==> src/rtl/caliptra_fpga_sync_run_ctrl.sv <==
// caliptra_fpga_sync_run_ctrl
// Run controller for the gated core clock on the FPGA sync bridge. A host
// "go" grants an exact budget of enabled core cycles. A host stop or a
// breakpoint event cuts the run short. Remaining budget, halt cause and
// sticky breakpoint flags are reported back to the register block.
module caliptra_fpga_sync_run_ctrl #(
  parameter int NUM_EVT = 4,
  parameter int CNT_W   = 32
) (
  input  logic               aclk,
  input  logic               rstn,
  input  logic               go,
  input  logic [CNT_W-1:0]   cycle_count,
  input  logic               stop,
  input  logic [NUM_EVT-1:0] evt_i,
  input  logic [NUM_EVT-1:0] evt_edge_mode,
  input  logic [NUM_EVT-1:0] bkpt_en,
  input  logic [NUM_EVT-1:0] bkpt_clr,
  output logic               gate_en,
  output logic               running,
  output logic [CNT_W-1:0]   remaining,
  output logic [NUM_EVT-1:0] bkpt_status,
  output logic [1:0]         halt_cause,
  output logic               done
);

  typedef enum logic {
    IDLE = 1'b0,
    RUN  = 1'b1
  } state_e;

  localparam logic [1:0] CAUSE_NONE   = 2'd0;
  localparam logic [1:0] CAUSE_BUDGET = 2'd1;
  localparam logic [1:0] CAUSE_BKPT   = 2'd2;
  localparam logic [1:0] CAUSE_STOP   = 2'd3;

  state_e             state_q, state_d;
  logic [CNT_W-1:0]   remaining_q, remaining_d;
  logic [NUM_EVT-1:0] evt_prev_q, evt_prev_d;
  logic [NUM_EVT-1:0] status_q, status_d;
  logic [1:0]         cause_q, cause_d;
  logic               done_q, done_d;
  logic [NUM_EVT-1:0] fire;
  logic [NUM_EVT-1:0] hit;

  // Breakpoint detection; only gated cycles can hit, and a bit already set masks its own event.
  always_comb begin
    fire = (evt_edge_mode & (evt_i ^ evt_prev_q)) | (~evt_edge_mode & evt_i);
    hit  = '0;
    if (state_q == RUN) begin
      hit = bkpt_en & fire & ~status_q;
    end
  end

  // Next-state logic: start/refuse in IDLE, count down and pick the halt cause in RUN.
  always_comb begin
    state_d     = state_q;
    remaining_d = remaining_q;
    evt_prev_d  = evt_prev_q;
    cause_d     = cause_q;
    done_d      = 1'b0;
    status_d    = (status_q & ~bkpt_clr) | hit;

    unique case (state_q)
      IDLE: begin
        if (go && !stop) begin
          if (cycle_count != '0) begin
            state_d     = RUN;
            remaining_d = cycle_count;
            cause_d     = CAUSE_NONE;
            evt_prev_d  = evt_i;
          end else begin
            done_d  = 1'b1;
            cause_d = CAUSE_BUDGET;
          end
        end
      end
      RUN: begin
        evt_prev_d = evt_i;
        if (remaining_q != '0) begin
          remaining_d = remaining_q - CNT_W'(1);
        end
        if (stop) begin
          state_d = IDLE;
          done_d  = 1'b1;
          cause_d = CAUSE_STOP;
        end else if (|hit) begin
          state_d = IDLE;
          done_d  = 1'b1;
          cause_d = CAUSE_BKPT;
        end else if (remaining_q <= CNT_W'(1)) begin
          state_d = IDLE;
          done_d  = 1'b1;
          cause_d = CAUSE_BUDGET;
        end
      end
      default: state_d = IDLE;
    endcase
  end

  // State and status registers; reset also kills a run in progress.
  always_ff @(posedge aclk) begin
    if (!rstn) begin
      state_q     <= IDLE;
      remaining_q <= '0;
      evt_prev_q  <= '0;
      status_q    <= '0;
      cause_q     <= CAUSE_NONE;
      done_q      <= 1'b0;
    end else begin
      state_q     <= state_d;
      remaining_q <= remaining_d;
      evt_prev_q  <= evt_prev_d;
      status_q    <= status_d;
      cause_q     <= cause_d;
      done_q      <= done_d;
    end
  end

  assign gate_en     = (state_q == RUN);
  assign running     = (state_q == RUN);
  assign remaining   = remaining_q;
  assign bkpt_status = status_q;
  assign halt_cause  = cause_q;
  assign done        = done_q;

endmodule

==> config.mk <==
export PLATFORM = sky130hd
export DESIGN_NAME = caliptra_fpga_sync_run_ctrl
export DESIGN_NICKNAME = d
export VERILOG_FILES = /design/src/rtl/caliptra_fpga_sync_run_ctrl.sv
export SDC_FILE = /design/constraint.sdc
export NUM_CORES = 1
export LEC_CHECK = 0
export BUFFER_PORTS_ARGS = -buffer_cell sky130_fd_sc_hd__buf_2
export CAP_MARGIN = 20
export CORE_ASPECT_RATIO = 1.4
export CORE_MARGIN = 2
export CORE_UTILIZATION = 56
export DETAILED_ROUTE_END_ITERATION = 12
export PLACE_DENSITY = 0.95
export SYNTH_ARGS = -nofsm -noshare
export SYNTH_HDL_FRONTEND = slang
export SYNTH_SLANG_ARGS = --single-unit
==> constraint.sdc <==
create_clock -name aclk -period 6.15 [get_ports aclk]
set_clock_uncertainty 0.1 [all_clocks]
set_input_delay 0.615 -clock aclk [delete_from_list [all_inputs] [get_ports aclk]]
set_output_delay 0.615 -clock aclk [all_outputs]
set_load 0.03 [all_outputs]
=== Word-level counts from Yosys, hierarchy flattened ===
Cells that the tools add are included.

* Register bits after elaboration: 44
* Bits in latches: 0
* Bits in writable memories: 0
* Memory bits (read-only): 0
* Bits of input ports: 52
* Output and inout port bits: 41
* Memories kept: 0

* Add/subtract/negate cells: 1
* Multiply operators: 0
* Divide/modulo/power cells: 0
* Magnitude comparators: 1
* Eq/ne operators: 4
* Shift operators: 0
* Muxes and demuxes: 26
* Bitwise logic cells: 12
* Reductions and logical operators: 8

{| class="wikitable"
|+ Operators with widths
! kind !! count
|-
| $mux W32 || 3
|-
| $pmux W32 S2 || 1
|-
| $reduce_bool A32 Y1 || 2
|-
| $le A32 B1 Y1 const B || 1
|-
| $sub A32 B1 Y32 const B || 1
|-
| $and A4 B4 Y4 || 5
|-
| $mux W4 || 3
|-
| $not A4 Y4 || 3
|-
| $mux W1 || 11
|-
| $mux W2 || 4
|-
| $or A4 B4 Y4 || 2
|-
| $pmux W4 S2 || 1
|-
| $ne A2 B2 Y1 const B || 2
|-
| $ne A4 B2 Y1 const B || 1
|-
| $pmux W1 S2 || 2
|-
| $pmux W2 S2 || 1
|-
| $reduce_and A2 Y1 || 2
|-
| $reduce_or A4 Y1 || 1
|-
| $xor A4 B4 Y4 || 1
|-
| $reduce_and A3 Y1 || 1
|-
| $ne A2 B1 Y1 const B || 1
|-
| $logic_and A1 B1 Y1 || 1
|-
| $logic_not A1 Y1 || 1
|-
| $not A1 Y1 || 1
|}

=== Depth between registers and ports, before layout ===
Gate-level depths: netlist (run 1).

* Depth in word-level cells: 10
* Gate-level depth with buffers: 8

=== Least setup slack after synthesis (run 1) ===
Ideal clock, no wire load.

* Kind: register to register
* Start point: register remaining_q[19], in the netlist remaining[19]
* End point: register remaining_q[28], in the netlist remaining[28]
* Library setup time: 130 ps
* Arrival time: 2170 ps
* Data required time: 5920 ps
* Path slack: 3750 ps
* Stages on the path, launching flop included: 6
* Buffers on the path: 0
* Clock period less this slack: 2400 ps
* Cell sequence: dfxtp_1 > or4_4 > or4_4 > o31a_1 > o311ai_1 > o31ai_1

* Word-level cells in the longest chain between the ends: 3
* Elaborated cells between the ends (all ways): 6
* Those cells by class: add/sub (1); eq/ne (1); mux (2); reduce/logical (2)

{| class="wikitable"
|+ Ends and longest elaborated chain
! what !! RTL line !! source
|-
| from (decl) || 38 || <nowiki>logic [CNT_W-1:0] remaining_q, remaining_d;</nowiki>
|-
| from (signal assigned) || 112 || <nowiki>remaining_q <= remaining_d;</nowiki>
|-
| $sub A32 B1 Y32 or $reduce_bool A32 Y1 (tied branches) || 81, 80 ||
|-
| $mux W32 or $ne A2 B1 Y1 (tied branches) || - ||
|-
| $pmux W32 S2 or $reduce_and A3 Y1 (tied branches) || - ||
|}

Several ways; a longest one is shown, not always the timed one. The select of a mux whose other input is x is not followed.
A chain may end at the register's enable or synchronous reset.

=== Worst setup path after layout (run 1) ===
* Start point: register remaining_q[19], in the netlist remaining[19]
* End point: register remaining_q[13], in the netlist remaining[13]

* Word-level cells in the longest chain between the ends: 3

{| class="wikitable"
|+ Ends and longest elaborated chain
! what !! RTL line !! source
|-
| $reduce_bool A32 Y1 || 80 || <nowiki>if (remaining_q != '0) begin</nowiki>
|-
| $ne A2 B1 Y1 (no source line) || - ||
|-
| $reduce_and A3 Y1 (no source line) || - ||
|}

No other way between the ends.

==> impl_metrics.py, run 1 <==
metrics = {
    "worst_setup_path": {
        "worstPathArrival_ns": 3.44,
        "worstPathRequired_ns": 6.21,
        "reg2reg_depth": 5,
        "rrSetupSlack_ns": 2.77,
        "critPathLaunchType": "register",
        "reg2reg_to": "remaining[13]",
        "end_kind": "register",
        "endpoint": "remaining[13]",
        "r2r_start": "remaining[19]",
        "crit_fanout": 24,
        "path_class": "register to register",
        "startpoint": "remaining[19]",
    },
    "clock_network": {
        "hold_buffers": 0,
        "clk_latency_ns": 0.31,
        "clock_path_buffers": 2,
        "clk_pin_slew_worst_paths_ns": 0.09,
        "post_cts_resized": 0,
        "root_buffer": "clkbuf_8",
        "post_cts_buffers": 0,
        "cts_made_buffers": 5,
        "cts_max_level": 2,
        "cts_tree": "built",
        "cts.sinks": 44,
    },
    "die": {
        "core_um2": 5120,
        "dieWidth_um": 65.3,
        "fp.dieH_um": 89.8,
        "io_pins": 93,
        "rows": 31,
        "start_util_pct": 57.5,
        "dieArea_um2": 5860,
    },
    "detailed_routing": {
        "vias": 3543,
        "first_iter_violations": 484,
        "vias_per_cell": 7.07,
        "postRouteWirelength_mm": 9.37,
        "ant_nets": 0,
        "drt_first_pass_iters": 6,
        "wl_per_cell_um": 18.7,
        "drc_errors": 0,
    },
    "timing": {
        "fin_setup_tns_ns": 0,
        "fmax_mhz": 296,
        "relSlewSlack_pct": 27.9,
        "setup_viol": 0,
        "final_max_slew_viol_count": 0,
        "rsz0062_at_grt": "no",
        "whs_ns": 0.370,
        "final.period_utilization_pct": 54.9,
        "hold_viol_final": 0,
        "worst_pin_slew_ns": 1.08,
        "period_needed_ns": 3.38,
    },
    "yosys": {
        "yosys_warnings": 0,
        "ys.flop_type": "dfxtp_1",
        "synth-seq-area-share_pct": 29.9,
        "synth_area_um2": 2940,
        "ys_async_sr_fraction_pct": 0,
        "synth-edff-count": 0,
        "ys_seq_elements": 44,
        "synthCells": 367,
        "synth_cell_type_count": 54,
        "avgSynthCellArea_um2": 8.02,
        "synth.net_count": 422,
    },
    "min_path": {
        "holdPathStages": 2,
        "hp-class": "register to register",
    },
    "grt": {
        "grt_pass1_wl_mm": 15.4,
        "antenna_found_initial": 0,
        "first_global_vias": 3343,
        "overflow": 0,
        "grt_start_max_net_pins": 60,
        "grt_usage_pct": 32.3,
    },
    "placement": {
        "dp_hpwl_mm": 6.31,
        "gp_congestion": 0.897,
        "port_buffers": 92,
    },
    "finish": {
        "synthToLayoutAreaGrowth_pct": 17.5,
        "drive_gt1_share_pct": 26.9,
        "num-nets-final": 490,
        "antenna_cells": 0,
    },
    "pwr": {
        "p_per_area_nw_per_um2": 248,
        "finalPower_w": 0.000859,
        "leakage_nw": 1.44,
        "peakVddDrop_v": 0.000142,
    },
    "run_status": {
        "status": "finished, final reports clean",
    },
    "job": {
        "drv_cap": 0,
    },
}
how the worst min path moves through the flow:
stage	start	endpoint
2_1_floorplan	evt_prev_q[0]	evt_prev_q[0]
3_3_place_gp	halt_cause[1]	halt_cause[1]
3_5_place_dp	halt_cause[1]	halt_cause[1]
4_1_cts	halt_cause[1]	halt_cause[1]
5_1_grt	halt_cause[1]	halt_cause[1]
6_report	halt_cause[1]	halt_cause[1]
per-layer routing:
layer | GRT usage, % | share of wire, % | vias to the layer above
li1 | - | - | 1594
met1 | 40.8 | 37 | 1640
met2 | 51.2 | 49 | 259
met3 | 5.63 | 9.6 | 50
met4 | 17.7 | 4.1 | 0
met5 | 0 | 0 | -
stage by stage:
step                      util, %  setup slack, ns  instance area (µm²)  instances
after global placement       66.0             2.90                 3380        494
after detailed placement     66.0             2.84                 3380        494
after floorplan                 -             3.75                 2940        367
final                        67.6             2.77                 3460        501
after CTS                    67.6             2.85                 3460        501
after global routing         67.6             2.59                 3460        501
sequential cells by signal, indices dropped and copies added, names as in the netlist:
signal and count:
bkpt_status 4, gate_en 1, halt_cause 2, evt_prev_q 4, done 1, remaining 32
critical path, cell delays in order (launching register included):
cell	delay, ns
dfxtp_1	0.39
or4_4	0.59
nor4_1	0.40
nand4_1	0.59
nand2_1	0.95
o21ai_0	0.20
power breakdown:
| part | internal, W | switching (W) | leakage, nW | total (W) |
|---|---|---|---|---|
| clock | 0.0000771 | 0.000105 | 0.0400 | 0.000182 |
| combinational | 0.000108 | 0.000230 | 1.04 | 0.000338 |
| sequential | 0.000309 | 0.0000291 | 0.361 | 0.000338 |
| total | 0.000494 | 0.000365 | 1.44 | 0.000859 |
Yosys cell counts, types with 8 or more instances:
| cell type | n | area (µm²) |
|---|---|---|
| a211oi_1 | 9 | 67.6 |
| a21oi_1 | 21 | 105 |
| a22oi_1 | 8 | 60.1 |
| clkbuf_1 | 24 | 90.1 |
| dfxtp_1 | 44 | 881 |
| inv_1 | 12 | 45.0 |
| mux2i_1 | 8 | 80.1 |
| nand2_1 | 21 | 78.8 |
| nand3_1 | 11 | 55.1 |
| nor2_1 | 24 | 90.1 |
| nor2b_1 | 8 | 50.1 |
| nor3_1 | 19 | 95.1 |
| nor4_1 | 15 | 93.8 |
| o311ai_0 | 13 | 114 |
| o31a_1 | 8 | 70.1 |
| o31ai_1 | 25 | 188 |
logic make-up (layout without fill, tap and decap cells):
kind of cell | count (synthesis) | count (layout) | synth area share [%]
adders and majority gates | 3 | 3 | 1.28
AOI/OAI and AO/OA | 136 | 136 | 36.3
muxes | 8 | 8 | 2.72
buffers and inverters | 47 | 115 | 6.42
and+or+nand+nor | 129 | 129 | 23.4
DFF | 44 | 44 | 29.9
cells in the final DEF, fill, tap and decap left out, types with 6 or more instances in the layout:
| master | count |
|---|---|
| o31ai_1 | 25 |
| nand2_1 | 21 |
| o311ai_0 | 13 |
| nor4_1 | 15 |
| a211oi_1 | 9 |
| buf_2 | 92 |
| o21ai_0 | 7 |
| nor2_1 | 24 |
| o41a_1 | 7 |
| mux2i_1 | 8 |
| nor3_1 | 19 |
| nor2b_1 | 8 |
| a21oi_1 | 21 |
| a22oi_1 | 8 |
| and3_1 | 6 |
| dfxtp_1 | 43 |
| o31a_1 | 8 |
| inv_1 | 12 |
| nand3_1 | 11 |
area by class of cell:
cell class / count / area, µm²
clock inverter: 2 / 12.5
timing repair buffer: 95 / 483
multi-input combinational: 276 / 1880
inverter: 13 / 48.8
clock buffer: 5 / 68.8
fill: 434 / 1660
sequential: 44 / 882
tap: 66 / 82.6
No activity file was read; power rests on OpenSTA's default activity.
==> run 2: changes to the inputs <==
CORE_UTILIZATION = 52   (was 56)
PLACE_DENSITY = 0.91   (was 0.95)
clock period = 3.4 ns   (was 6.15 ns; I/O delays follow)
==> run 2 against run 1 <==
Global-route usage fell by 0.98 points. First-iteration DRC count fell by 2.9%. Wire length rose by 4.1%. Die area rose by 7.3%. Sequential share of layout area fell by 0.59 points. Core utilization fell by 3.0 points. Worst setup slack got worse by 2.4 ns.
==> impl_metrics.py, run 2 (synthesis results as in run 1) <==
metrics = {
    "detailed_routing": {
        "ant_nets": 0,
        "vias": 3530,
        "postRouteWirelength_mm": 9.76,
        "first_iter_violations": 470,
        "drc_errors": 0,
        "vias_per_cell": 6.91,
        "wl_per_cell_um": 19.1,
        "drt_first_pass_iters": 5,
    },
    "timing": {
        "setup_viol": 0,
        "final_max_slew_viol_count": 0,
        "final.period_utilization_pct": 88.7,
        "worst_pin_slew_ns": 0.821,
        "relSlewSlack_pct": 44.8,
        "fin_setup_tns_ns": 0,
        "period_needed_ns": 3.01,
        "fmax_mhz": 332,
        "rsz0062_at_grt": "no",
        "hold_viol_final": 0,
    },
    "clock_network": {
        "cts_tree": "built",
        "clk_pin_slew_worst_paths_ns": 0.09,
        "post_cts_buffers": 0,
        "cts_max_level": 2,
        "cts_made_buffers": 5,
        "cts.sinks": 44,
        "clock_path_buffers": 2,
        "root_buffer": "clkbuf_8",
        "hold_buffers": 0,
        "post_cts_resized": 0,
        "clk_latency_ns": 0.31,
    },
    "worst_setup_path": {
        "worstPathRequired_ns": 3.53,
        "end_kind": "register",
        "crit_fanout": 16,
        "rrSetupSlack_ns": 0.39,
        "worstPathArrival_ns": 3.14,
        "reg2reg_depth": 5,
        "path_class": "register to register",
        "startpoint": "remaining[2]",
        "reg2reg_to": "remaining[31]",
        "critPathLaunchType": "register",
        "r2r_start": "remaining[2]",
    },
    "finish": {
        "final_cells": 511,
        "num-nets-final": 497,
        "final_common_cell": "buf_2",
        "largest_register_ffs": 32,
        "drive_gt1_share_pct": 28.0,
        "synthToLayoutAreaGrowth_pct": 20.3,
        "antenna_cells": 0,
        "fin_util_pct": 64.6,
        "final_cell_mix": "buf_2, dfxtp_1, o31ai_1, nor2_1",
    },
    "pwr": {
        "p_per_area_nw_per_um2": 465,
        "peakVddDrop_v": 0.000297,
        "leakage_nw": 1.49,
    },
    "grt": {
        "grt_usage_pct": 31.3,
        "grt_start_max_net_pins": 30,
        "antenna_found_initial": 0,
        "grt_pass1_wl_mm": 15.2,
        "first_global_vias": 3230,
        "overflow": 0,
    },
    "die": {
        "io_pins": 93,
        "fp.dieH_um": 93.0,
        "dieWidth_um": 67.6,
        "dieArea_um2": 6290,
        "core_um2": 5490,
        "start_util_pct": 53.7,
        "rows": 32,
    },
    "placement": {
        "port_buffers": 92,
        "dp.cells": 503,
        "gp_congestion": 0.901,
        "dp_hpwl_mm": 6.84,
    },
    "min_path": {
        "min_to": "evt_prev_q[1]",
        "hp-class": "input port to register",
        "hold_start": "evt_i[1]",
        "holdPathStages": 3,
    },
    "job": {
        "drv_cap": 0,
    },
    "run_status": {
        "status": "finished, final reports clean",
    },
}
==> run 2: changes by cell type in the layout (fill, tap and decap cells not counted) <==
cell / before / now
clkbuf_1: 0 / 1
clkinvlp_4: 1 / 0
buf_4: 3 / 10
bufinv_16: 0 / 1
==> run 2: critical path, cell delays in order (launching register included) <==
cell and delay (ns):
dfxtp_1 0.38, nor4_2 0.77, nand2_1 0.58, nor3_1 0.71
a22oi_1 0.15, o31ai_1 0.24
==> run 2: final cells by class <==
class	count	area, µm²
Clock inverter	2	35.0
Fill cell	481	1940
Clock buffer	6	72.6
Tap cell	68	85.1
Sequential cell	44	882
Inverter	13	48.8
Timing Repair Buffer	102	536
Multi-Input combinational cell	276	1880
==> run 2: report_power, final <==
group | switching, W | internal (W)
sequential | 0.0000606 | 0.000559
combinational | 0.000411 | 0.000205
clock | 0.000194 | 0.000218
==> run 2: metal layers <==
| metal | share of wire [%] | track usage (%) | vias to the layer above |
|---|---|---|---|
| li1 | - | - | 1612 |
| met5 | 0 | 0 | - |
| met4 | 4.1 | 15.5 | 0 |
| met3 | 10 | 7.46 | 51 |
| met1 | 37 | 36.1 | 1612 |
| met2 | 49 | 52.5 | 255 |
==> run 2: how the worst max path moves through the flow <==
stage	endpoint	slack [ns]
6_report	remaining[31]	0.39
5_1_grt	remaining[29]	0.21
4_1_cts	remaining[29]	0.50
3_5_place_dp	remaining[29]	0.53
3_3_place_gp	remaining[23]	0.61
2_1_floorplan	remaining[28]	1.0
==> run 2: through the flow <==
step                hold slack (ns)  total power [W]  setup WS [ns]  area [µm²]
CTS                           0.191          0.00163          0.501        3540
floorplan                     0.384          0.00104           1.00        2940
global route                  0.201          0.00170          0.205        3540
detailed placement            0.353          0.00123          0.532        3430
finish                        0.188          0.00165          0.386        3540
global placement              0.352          0.00121          0.610        3430
